[config.mk]
export PLATFORM = sky130hd
export DESIGN_NAME = load_store_unit
export DESIGN_NICKNAME = d
export VERILOG_FILES = /design/src/rtl/riscv_pkg.sv /design/src/rtl/lsu_align.sv /design/src/rtl/load_store_unit.sv
export SDC_FILE = /design/constraint.sdc
export NUM_CORES = 1
export LEC_CHECK = 0
export CAP_MARGIN = 20
export CORE_UTILIZATION = 44
export CTS_CLUSTER_SIZE = 28
export DETAILED_ROUTE_END_ITERATION = 10
export PLACE_DENSITY = 0.81
export SETUP_SLACK_MARGIN = 0.5
export SYNTH_ARGS = -nofsm -noshare
export SYNTH_HDL_FRONTEND = slang
export SYNTH_HIERARCHICAL = 1
export SYNTH_SLANG_ARGS = --single-unit
[constraint.sdc]
create_clock -name clk -period 2.9 [get_ports clk]
set_input_delay 0.58 -clock clk [delete_from_list [all_inputs] [get_ports clk]]
set_output_delay 0.58 -clock clk [all_outputs]
set_load 0.01 [all_outputs]
[src/rtl/riscv_pkg.sv]
// Shared funct3 encodings and the load/store unit state type.
package riscv_pkg;

   localparam logic [2:0] F3_LB  = 3'b000;
   localparam logic [2:0] F3_LH  = 3'b001;
   localparam logic [2:0] F3_LW  = 3'b010;
   localparam logic [2:0] F3_LBU = 3'b100;
   localparam logic [2:0] F3_LHU = 3'b101;
   localparam logic [2:0] F3_SB  = 3'b000;
   localparam logic [2:0] F3_SH  = 3'b001;
   localparam logic [2:0] F3_SW  = 3'b010;

   typedef enum logic [1:0] {
      IDLE = 2'd0,
      BUSY = 2'd1,
      DONE = 2'd2
   } lsu_state_t;

endpackage

[src/rtl/lsu_align.sv]
// Combinational access shaping: legality, byte enables, store lane steering
// and load lane extraction with sign/zero extension.
module lsu_align
   import riscv_pkg::*;
(
   input  logic        req_is_load,
   input  logic [2:0]  req_funct3,
   input  logic [1:0]  req_addr_lo,
   input  logic [31:0] req_wdata,
   output logic        req_legal,
   output logic [3:0]  req_be,
   output logic [31:0] req_wdata_lane,
   input  logic        rsp_is_load,
   input  logic [2:0]  rsp_funct3,
   input  logic [1:0]  rsp_addr_lo,
   input  logic [31:0] rsp_rdata,
   output logic [31:0] rsp_data
);

   logic [7:0]  byte_lane;
   logic [15:0] half_lane;

   always_comb begin
      req_legal = 1'b0;
      case (req_funct3)
         F3_LB:   req_legal = 1'b1;
         F3_LH:   req_legal = ~req_addr_lo[0];
         F3_LW:   req_legal = (req_addr_lo == 2'b00);
         F3_LBU:  req_legal = req_is_load;
         F3_LHU:  req_legal = req_is_load & ~req_addr_lo[0];
         default: req_legal = 1'b0;
      endcase
   end

   // Width is encoded in funct3[1:0] for both signed and unsigned forms.
   always_comb begin
      req_be         = 4'b1111;
      req_wdata_lane = req_wdata;
      case (req_funct3[1:0])
         2'b00: begin
            req_be         = 4'b0001 << req_addr_lo;
            req_wdata_lane = {4{req_wdata[7:0]}};
         end
         2'b01: begin
            req_be         = 4'b0011 << {req_addr_lo[1], 1'b0};
            req_wdata_lane = {2{req_wdata[15:0]}};
         end
         default: begin
            req_be         = 4'b1111;
            req_wdata_lane = req_wdata;
         end
      endcase
   end

   always_comb begin
      case (rsp_addr_lo)
         2'd0:    byte_lane = rsp_rdata[7:0];
         2'd1:    byte_lane = rsp_rdata[15:8];
         2'd2:    byte_lane = rsp_rdata[23:16];
         default: byte_lane = rsp_rdata[31:24];
      endcase
      half_lane = rsp_addr_lo[1] ? rsp_rdata[31:16] : rsp_rdata[15:0];
   end

   always_comb begin
      rsp_data = 32'h0;
      if (rsp_is_load) begin
         case (rsp_funct3)
            F3_LB:   rsp_data = {{24{byte_lane[7]}}, byte_lane};
            F3_LH:   rsp_data = {{16{half_lane[15]}}, half_lane};
            F3_LW:   rsp_data = rsp_rdata;
            F3_LBU:  rsp_data = {24'h0, byte_lane};
            F3_LHU:  rsp_data = {16'h0, half_lane};
            default: rsp_data = 32'h0;
         endcase
      end
   end

endmodule

[src/rtl/load_store_unit.sv]
// Memory-access stage: accepts loads/stores from execute, runs one req/ack
// transaction on the data-memory port and returns extended load data.
//
// state | meaning
// IDLE  | waiting for an accepted access; illegal ones pulse err_o only
// BUSY  | request outstanding on dmem, all dmem_* outputs held
// DONE  | one-cycle completion, rdata_o/rd_o valid, upstream released
module load_store_unit
   import riscv_pkg::*;
(
   input  logic        clk,
   input  logic        rst_n,
   input  logic        valid_i,
   input  logic        mem_read_i,
   input  logic        mem_write_i,
   input  logic [2:0]  funct3_i,
   input  logic [31:0] addr_i,
   input  logic [31:0] wdata_i,
   input  logic [4:0]  rd_i,
   output logic        stall_o,
   output logic        done_o,
   output logic [31:0] rdata_o,
   output logic [4:0]  rd_o,
   output logic        err_o,
   output logic        dmem_req_o,
   output logic        dmem_we_o,
   output logic [31:0] dmem_addr_o,
   output logic [31:0] dmem_wdata_o,
   output logic [3:0]  dmem_be_o,
   input  logic        dmem_ack_i,
   input  logic [31:0] dmem_rdata_i
);

   lsu_state_t  state_q, state_d;
   logic [31:0] addr_q, addr_d;
   logic [31:0] wdata_q, wdata_d;
   logic [3:0]  be_q, be_d;
   logic        we_q, we_d;
   logic [4:0]  rd_q, rd_d;
   logic [2:0]  funct3_q, funct3_d;
   logic [1:0]  addr_lo_q, addr_lo_d;
   logic [31:0] rdata_q, rdata_d;
   logic        err_q, err_d;

   logic        accept;
   logic        legal;
   logic [3:0]  be_req;
   logic [31:0] wdata_lane;
   logic [31:0] load_data;

   lsu_align u_align (
      .req_is_load    (mem_read_i),
      .req_funct3     (funct3_i),
      .req_addr_lo    (addr_i[1:0]),
      .req_wdata      (wdata_i),
      .req_legal      (legal),
      .req_be         (be_req),
      .req_wdata_lane (wdata_lane),
      .rsp_is_load    (~we_q),
      .rsp_funct3     (funct3_q),
      .rsp_addr_lo    (addr_lo_q),
      .rsp_rdata      (dmem_rdata_i),
      .rsp_data       (load_data)
   );

   assign accept = (state_q == IDLE) & valid_i & (mem_read_i | mem_write_i);

   always_comb begin
      state_d   = state_q;
      addr_d    = addr_q;
      wdata_d   = wdata_q;
      be_d      = be_q;
      we_d      = we_q;
      rd_d      = rd_q;
      funct3_d  = funct3_q;
      addr_lo_d = addr_lo_q;
      rdata_d   = rdata_q;
      err_d     = 1'b0;
      case (state_q)
         IDLE: begin
            if (accept) begin
               if (legal) begin
                  state_d   = BUSY;
                  addr_d    = {addr_i[31:2], 2'b00};
                  wdata_d   = wdata_lane;
                  be_d      = be_req;
                  we_d      = ~mem_read_i;
                  rd_d      = rd_i;
                  funct3_d  = funct3_i;
                  addr_lo_d = addr_i[1:0];
               end else begin
                  err_d = 1'b1;
               end
            end
         end
         BUSY: begin
            if (dmem_ack_i) begin
               state_d = DONE;
               rdata_d = load_data;
            end
         end
         DONE:    state_d = IDLE;
         default: state_d = IDLE;
      endcase
   end

   always_ff @(posedge clk or negedge rst_n) begin
      if (!rst_n) begin
         state_q   <= IDLE;
         addr_q    <= '0;
         wdata_q   <= '0;
         be_q      <= '0;
         we_q      <= 1'b0;
         rd_q      <= '0;
         funct3_q  <= '0;
         addr_lo_q <= '0;
         rdata_q   <= '0;
         err_q     <= 1'b0;
      end else begin
         state_q   <= state_d;
         addr_q    <= addr_d;
         wdata_q   <= wdata_d;
         be_q      <= be_d;
         we_q      <= we_d;
         rd_q      <= rd_d;
         funct3_q  <= funct3_d;
         addr_lo_q <= addr_lo_d;
         rdata_q   <= rdata_d;
         err_q     <= err_d;
      end
   end

   assign stall_o      = (accept & legal) | (state_q == BUSY);
   assign done_o       = (state_q == DONE);
   assign dmem_req_o   = (state_q == BUSY);
   assign rdata_o      = rdata_q;
   assign rd_o         = rd_q;
   assign err_o        = err_q;
   assign dmem_we_o    = we_q;
   assign dmem_addr_o  = addr_q;
   assign dmem_wdata_o = wdata_q;
   assign dmem_be_o    = be_q;

endmodule
==> metrics.txt, run 1 <==
number of clock buffers inserted by TritonCTS=9; # IOs=220; Worst-Skew Late Latency=0.35 ns; Slowest-stage cell, CP=or4b_4; P_sw=1.96 mW; worst hold path class=in -> async; Die Y=115 um; largest net degree at the start of global routing=79; synth-to-layout area growth=46.8%; CTS sink cnt=112; ratio of cells with drive above 1 in the final layout=29.3%; switch share=30.9%; Tcrit/Tclk final=82.5%; slew margin rel.=49.3%; Finished Core Util=67.4%; ant diodes=0; WP data arrival=1.81 ns; register area=0.00280 sq mm; port bufs=217; clk root buf=clkbuf_16; FF+latch count, synth=112; Worst EP required=2.32 ns; Worst setup EP type=output port; DR iter-0 viols=236; Max VDD drop=0.000427 V; cell area after synthesis=0.00563 sq mm; area occupied by multi-input gates=0.00261 sq mm; Leakage=3.56 nW; critical path type=in -> out; GRT Residual Overflow=0; setup TNS=0 ns; Worst Path Max Fanout=3; fmax=418 MHz; DR vias=4,392; setup violators final=0; status=finished, final reports clean; internal power=4.39 mW; Final WS setup=0.508 ns; nets@finish=760; RSZ-0062 raised after global routing=true; initial antenna violation count=0; Routed wire per std cell=18.9 um; fillers=936; PD cells=768 mW/mm^2; WHS=0.243 ns; All-Layer GR Usage=24.2%; Seq pwr share=37.2%; Clock power frac=20.2%; crit path time final=2.39 ns; Remaining DRCs=0; Starting Density=45.9%; Worst path max stage delay=0.54 ns; core area=0.0123 sq mm; Pwr Total=6.35 mW; Die Area=0.0132 sq mm; sequential-to-total area share from yosys stat=49.8%; Max-cap violations=0; final max-slew violation count=0; final hold vios=0; Die W=115 um; Yosys warnings=6; Detailed Routing Iterations Pass 1=4; drt via density=5.34; placer's final routability congestion estimate=0.796; Syn Area/Cell=12.7 sq um; Max Root-Sink Buffers=2; vias in the first global route=4,587; Tightest Pin Transition=0.758 ns; H-tree depth=3; first-pass GRT wire length=23,800 um; dpl ws=-0.354 ns; Comb power frac=42.7%; HPWL Detailed=11,200 um; Mapped Cells=444; post-route ant nets=0; CP Cell Sequence=buf_8, o41ai_4, or4b_4, nand2_4, buf_6; Worst-path clk slew=0.07 ns; final wirelength=15,600 um; Startpoint Class=input port; synth unique cells=33; # rows=40; clock skew=0.00331 ns; CTS tree=yes
-- synthesized netlist by cell type --
master    count  area share [%]
nand3b_1      1            0.13
nand2b_1      2            0.22
or3_1         1            0.11
a21oi_1      33             2.9
mux2_2      134              27
buf_6         6             1.2
mux2_4        8             2.1
buf_1         2            0.13
mux4_2        1            0.40
nor3_1        2            0.18
nor2b_1       1            0.11
clkbuf_1     14            0.93
o21ai_0      11            0.98
o41ai_1       1            0.16
nor2_1        2            0.13
buf_2         9            0.80
mux2i_1      23             4.1
buf_4        10             1.3
a21o_1        2            0.27
o21ai_1       1           0.089
nand2_1      29             1.9
and2b_1       1            0.13
a222oi_1      1            0.18
or4b_4        1            0.24
o22a_1        7             1.1
a22oi_1      17             2.3
conb_1        1           0.067
dfrtp_1     112              50
inv_1         5            0.33
o21bai_1      2            0.27
nor3b_1       2            0.27
nor4_1        1            0.11
or3b_2        1            0.16
-- metal layers --
metal / GRT usage, % / part of all wire [%]
met1: 27.2 / 38
met4: 7.10 / 1.6
met2: 41.5 / 50
met3: 10.6 / 10
met5: 0 / 0
-- power groups by stage --
stage,combinational [mW],sequential (mW),clock (mW)
after detailed placement,2.71,2.39,0
after global routing,2.88,2.42,1.38
after floorplan,1.10,2.56,0
after global placement,2.65,2.35,0
final,2.71,2.36,1.28
after CTS,2.72,2.36,1.32
-- repair_timing --
action | CTS | global route
pin swaps | 1 | 3
buffers inserted | 0 | 2
endpoints found under the setup margin | 79 | 70
hold buffers | 0 | 0
resized for setup | 13 | 22
-- cells in the final DEF, fill, tap and decap left out, types with 2 or more instances in the layout --
master	netlist	routed
nor2_1	2	2
clkdlybuf4s50_1	0	207
a21oi_1	33	32
nand2_1	29	28
buf_6	6	2
buf_4	10	17
clkbuf_2	0	3
conb_1	1	2
mux2_2	134	134
o21ai_0	11	10
dlymetal6s2s_1	0	2
dfrtp_1	112	112
clkbuf_8	0	3
nand2b_1	2	2
o22a_1	7	7
nor3_1	2	2
inv_1	5	5
a21o_1	2	2
clkinv_2	0	2
mux2i_1	23	23
a22oi_1	17	17
o21bai_1	2	2
clkbuf_16	0	9
mux2_4	8	8
o21ai_2	0	2
clkinvlp_4	0	2
-- state kept, by name (all words and copies together) (netlist names) --
name,count
dmem_be_o,4
state_q,2
dmem_we_o,1
rdata_o,32
dmem_addr_o,30
funct3_q,3
dmem_wdata_o,32
err_o,1
rd_o,5
addr_lo_q,2
-- per-stage QoR --
stage | area, sq um | instances
after floorplan | 5690 | 445
after global placement | 7920 | 805
after detailed placement | 7920 | 805
after CTS | 8230 | 821
after global routing | 8260 | 823
final | 8260 | 823
-- path summary, 6_finish.rpt --
kind / startpoint / to / slack, ns / cells after the start
max in group asynchronous: rst_n / addr_lo_q[1]$_DFFE_PN0P_ / 1.86 / 2
min in group clk: state_q[1]$_DFFE_PN0P_ / err_o$_DFF_PN0_ / 0.49 / 1
worst min register to register: state_q[1]$_DFFE_PN0P_ / err_o$_DFF_PN0_ / 0.49 / 1
worst max register to register: state_q[0]$_DFFE_PN0P_ / dmem_wdata_o[6]$_DFFE_PN0P_ / 0.81 / 4
worst max-delay path: addr_i[0] / stall_o / 0.51 / 5
worst min-delay path: rst_n / rdata_o[5]$_DFFE_PN0P_ / 0.24 / 1
-- area by class of cell --
cell class	instances	share of cell area, %
Sequential cell	112	33.9
Multi-Input combinational cell	287	31.5
Timing Repair Buffer	235	28.1
Clock buffer	11	3.06
Tap cell	168	2.54
Clock inverter	5	0.666
Inverter	5	0.227
-- cell families (layout without fill, tap and decap cells) --
group,Yosys count,count (layout),synth area share (%)
simple gates,44,44,3.74
other cells,1,2,0.0666
flops,112,112,49.8
buf+inv,46,256,4.74
compound gates,75,75,8.23
mux,166,166,33.4
-- worst max-delay path, delay by kind of cell --
| kind | cells | cell delay, ns |
|---|---|---|
| compound gates | 1 | 0.40 |
| buf+inv | 2 | 0.20 |
| simple gates | 2 | 0.63 |
No activity file was read; power rests on OpenSTA's default activity.
==> run 2, diff against run 1 <==
==> constraint.sdc (replaced) <==
create_clock -name clk -period 2.3 [get_ports clk]
set_input_delay 0.46 -clock clk [delete_from_list [all_inputs] [get_ports clk]]
set_output_delay 0.46 -clock clk [all_outputs]
set_load 0.01 [all_outputs]
==> metrics.txt, run 2 (synthesized netlist as in run 1, its figures left out) <==
register area=0.00280 sq mm; Startpoint Class=input port; placer's final routability congestion estimate=0.827; Worst-path clk slew=0.07 ns; HPWL Detailed=11,500 um; clock skew=0.00768 ns; # rows=40; CTS tree=yes; Detailed Routing Iterations Pass 1=5; Worst path max stage delay=0.53 ns; fillers=848; Worst EP required=1.84 ns; DR iter-0 viols=223; All-Layer GR Usage=26.2%; drt via density=5.41; cts hold-fix bufs=0; nets@finish=770; Worst-Skew Late Latency=0.35 ns; CTS sink cnt=112; PD cells=970 mW/mm^2; Die W=115 um; most frequent cells in the layout=clkdlybuf4s50_1, mux2_2, dfrtp_1; Pwr Total=8.43 mW; Tightest Pin Transition=0.622 ns; area occupied by multi-input gates=0.00278 sq mm; port bufs=217; crit path time final=2.11 ns; Max Root-Sink Buffers=2; Tcrit/Tclk final=91.9%; setup violators final=0; RSZ-0062 raised after global routing=true; Die Area=0.0132 sq mm; final wirelength=16,800 um; initial antenna violation count=1; Worst Path Max Fanout=3; Routed wire per std cell=20.1 um; Max-cap violations=0; fmax=473 MHz; first-pass GRT wire length=25,900 um; core area=0.0123 sq mm; Finished Core Util=70.8%; CP Cell Sequence=clkdlybuf4s15_1, o21ai_2, o41ai_4, or4b_4, nand2_4, buf_6; synth-to-layout area growth=54.3%; Remaining DRCs=0; Worst setup EP type=output port; critical path type=in -> out; Final Non-Filler Cells=833; WP data arrival=1.65 ns; clk root buf=clkbuf_16; WHS=0.0728 ns; Crit path max-delay family=simple AND/OR/NAND/NOR gates; post-route ant nets=0; most common cell after layout, fill and taps aside=clkdlybuf4s50_1; final max-slew violation count=0; GRT Residual Overflow=0; Slowest-stage cell, CP=or4b_4; final hold vios=0; largest net degree at the start of global routing=39; Die Y=115 um; vias in the first global route=4,810; Max VDD drop=0.000608 V; H-tree depth=3; slew margin rel.=58.4%; Leakage=3.78 nW; placed insts=808; critical path buffer and inverter count=2; number of clock buffers inserted by TritonCTS=9; Starting Density=45.9%; status=finished, final reports clean; DR vias=4,510; worst hold path class=in -> async; ratio of cells with drive above 1 in the final layout=33.2%; setup TNS=0 ns; # IOs=220
[run 2: cell types whose count changed in the layout (fill, tap and decap cells not counted), moves of 3 or more]
cell	before	now
mux2_4	8	24
a21oi_1	32	16
clkdlybuf4s50_1	207	198
clkbuf_2	3	0
dlygate4sd2_1	1	7
a21oi_4	0	5
buf_12	1	6
mux2_2	134	118
a21oi_2	1	12
[run 2: layout make-up]
class,count,area share [%]
clock buffer,11,2.79
inverter,5,0.216
timing repair buffer,245,29.5
multi-input combinational,287,32.0
antenna,2,0.0576
clock inverter,3,0.778
sequential,112,32.3
tap,168,2.42
[run 2: worst paths after layout]
path                                   startpoint                           end  slack (ns)  depth (start not counted)
setup reg to reg           state_q[0]$_DFFE_PN0P_  dmem_wdata_o[17]$_DFFE_PN0P_        0.36                          4
setup / recovery                       mem_read_i                       stall_o        0.19                          6
max in group asynchronous                   rst_n   dmem_wdata_o[1]$_DFFE_PN0P_        1.61                          2
min in group clk           rdata_o[7]$_DFFE_PN0P_        rdata_o[7]$_DFFE_PN0P_        0.50                          1
hold / removal                              rst_n       rdata_o[11]$_DFFE_PN0P_        0.07                          1
hold reg to reg            rdata_o[7]$_DFFE_PN0P_        rdata_o[7]$_DFFE_PN0P_        0.50                          1
[run 2: routing by layer]
layer  GRT usage (%)  share of wire [%]  vias to the layer above
met5               0                  0                        -
met4            8.05                1.7                        0
met3            9.65                9.2                       19
met2            45.7                 51                      201
met1            30.0                 39                     2260
li1                -                  -                     2030
[run 2: worst register-to-register path, delay by kind of cell (launching register included)]
family | cells | cell delay, ns
flip-flops | 1 | 0.44
multiplexers | 1 | 0.28
buffers and inverters | 2 | 0.51
AND/OR/NAND/NOR | 1 | 0.58
[run 2: metrics by stage]
step                cell area (sq um)  setup WS, ns
CTS                              8580         0.165
finish                           8680         0.186
floorplan                        5690        0.0662
global placement                 7970        -0.649
global route                     8680         0.151
detailed placement               7970        -0.706
[run 2: repair_timing]
action                                  4_1_cts  5_1_grt
pin swaps                                     6        4
endpoints found under the setup margin      112       99
buffers inserted                              3        2
cloned                                        4        0
resized for setup                            90       20
[run 2: power breakdown]
part           internal (mW)  switching [mW]  leakage, nW
registers               2.60           0.396         1.39
clock network          0.974           0.688        0.148
logic                   2.24            1.53         2.24
==> run 3, diff against run 2 <==
--- a/config.mk
+++ b/config.mk
@@ -5,6 +5,7 @@
 export SDC_FILE = /design/constraint.sdc
 export NUM_CORES = 1
 export LEC_CHECK = 0
+export ABC_CLOCK_PERIOD_IN_PS = 2300
 export CAP_MARGIN = 20
 export CORE_UTILIZATION = 44
 export CTS_CLUSTER_SIZE = 28
==> results of run 3 <==
The final DEF is identical to that of run 2; final timing and power are the same.
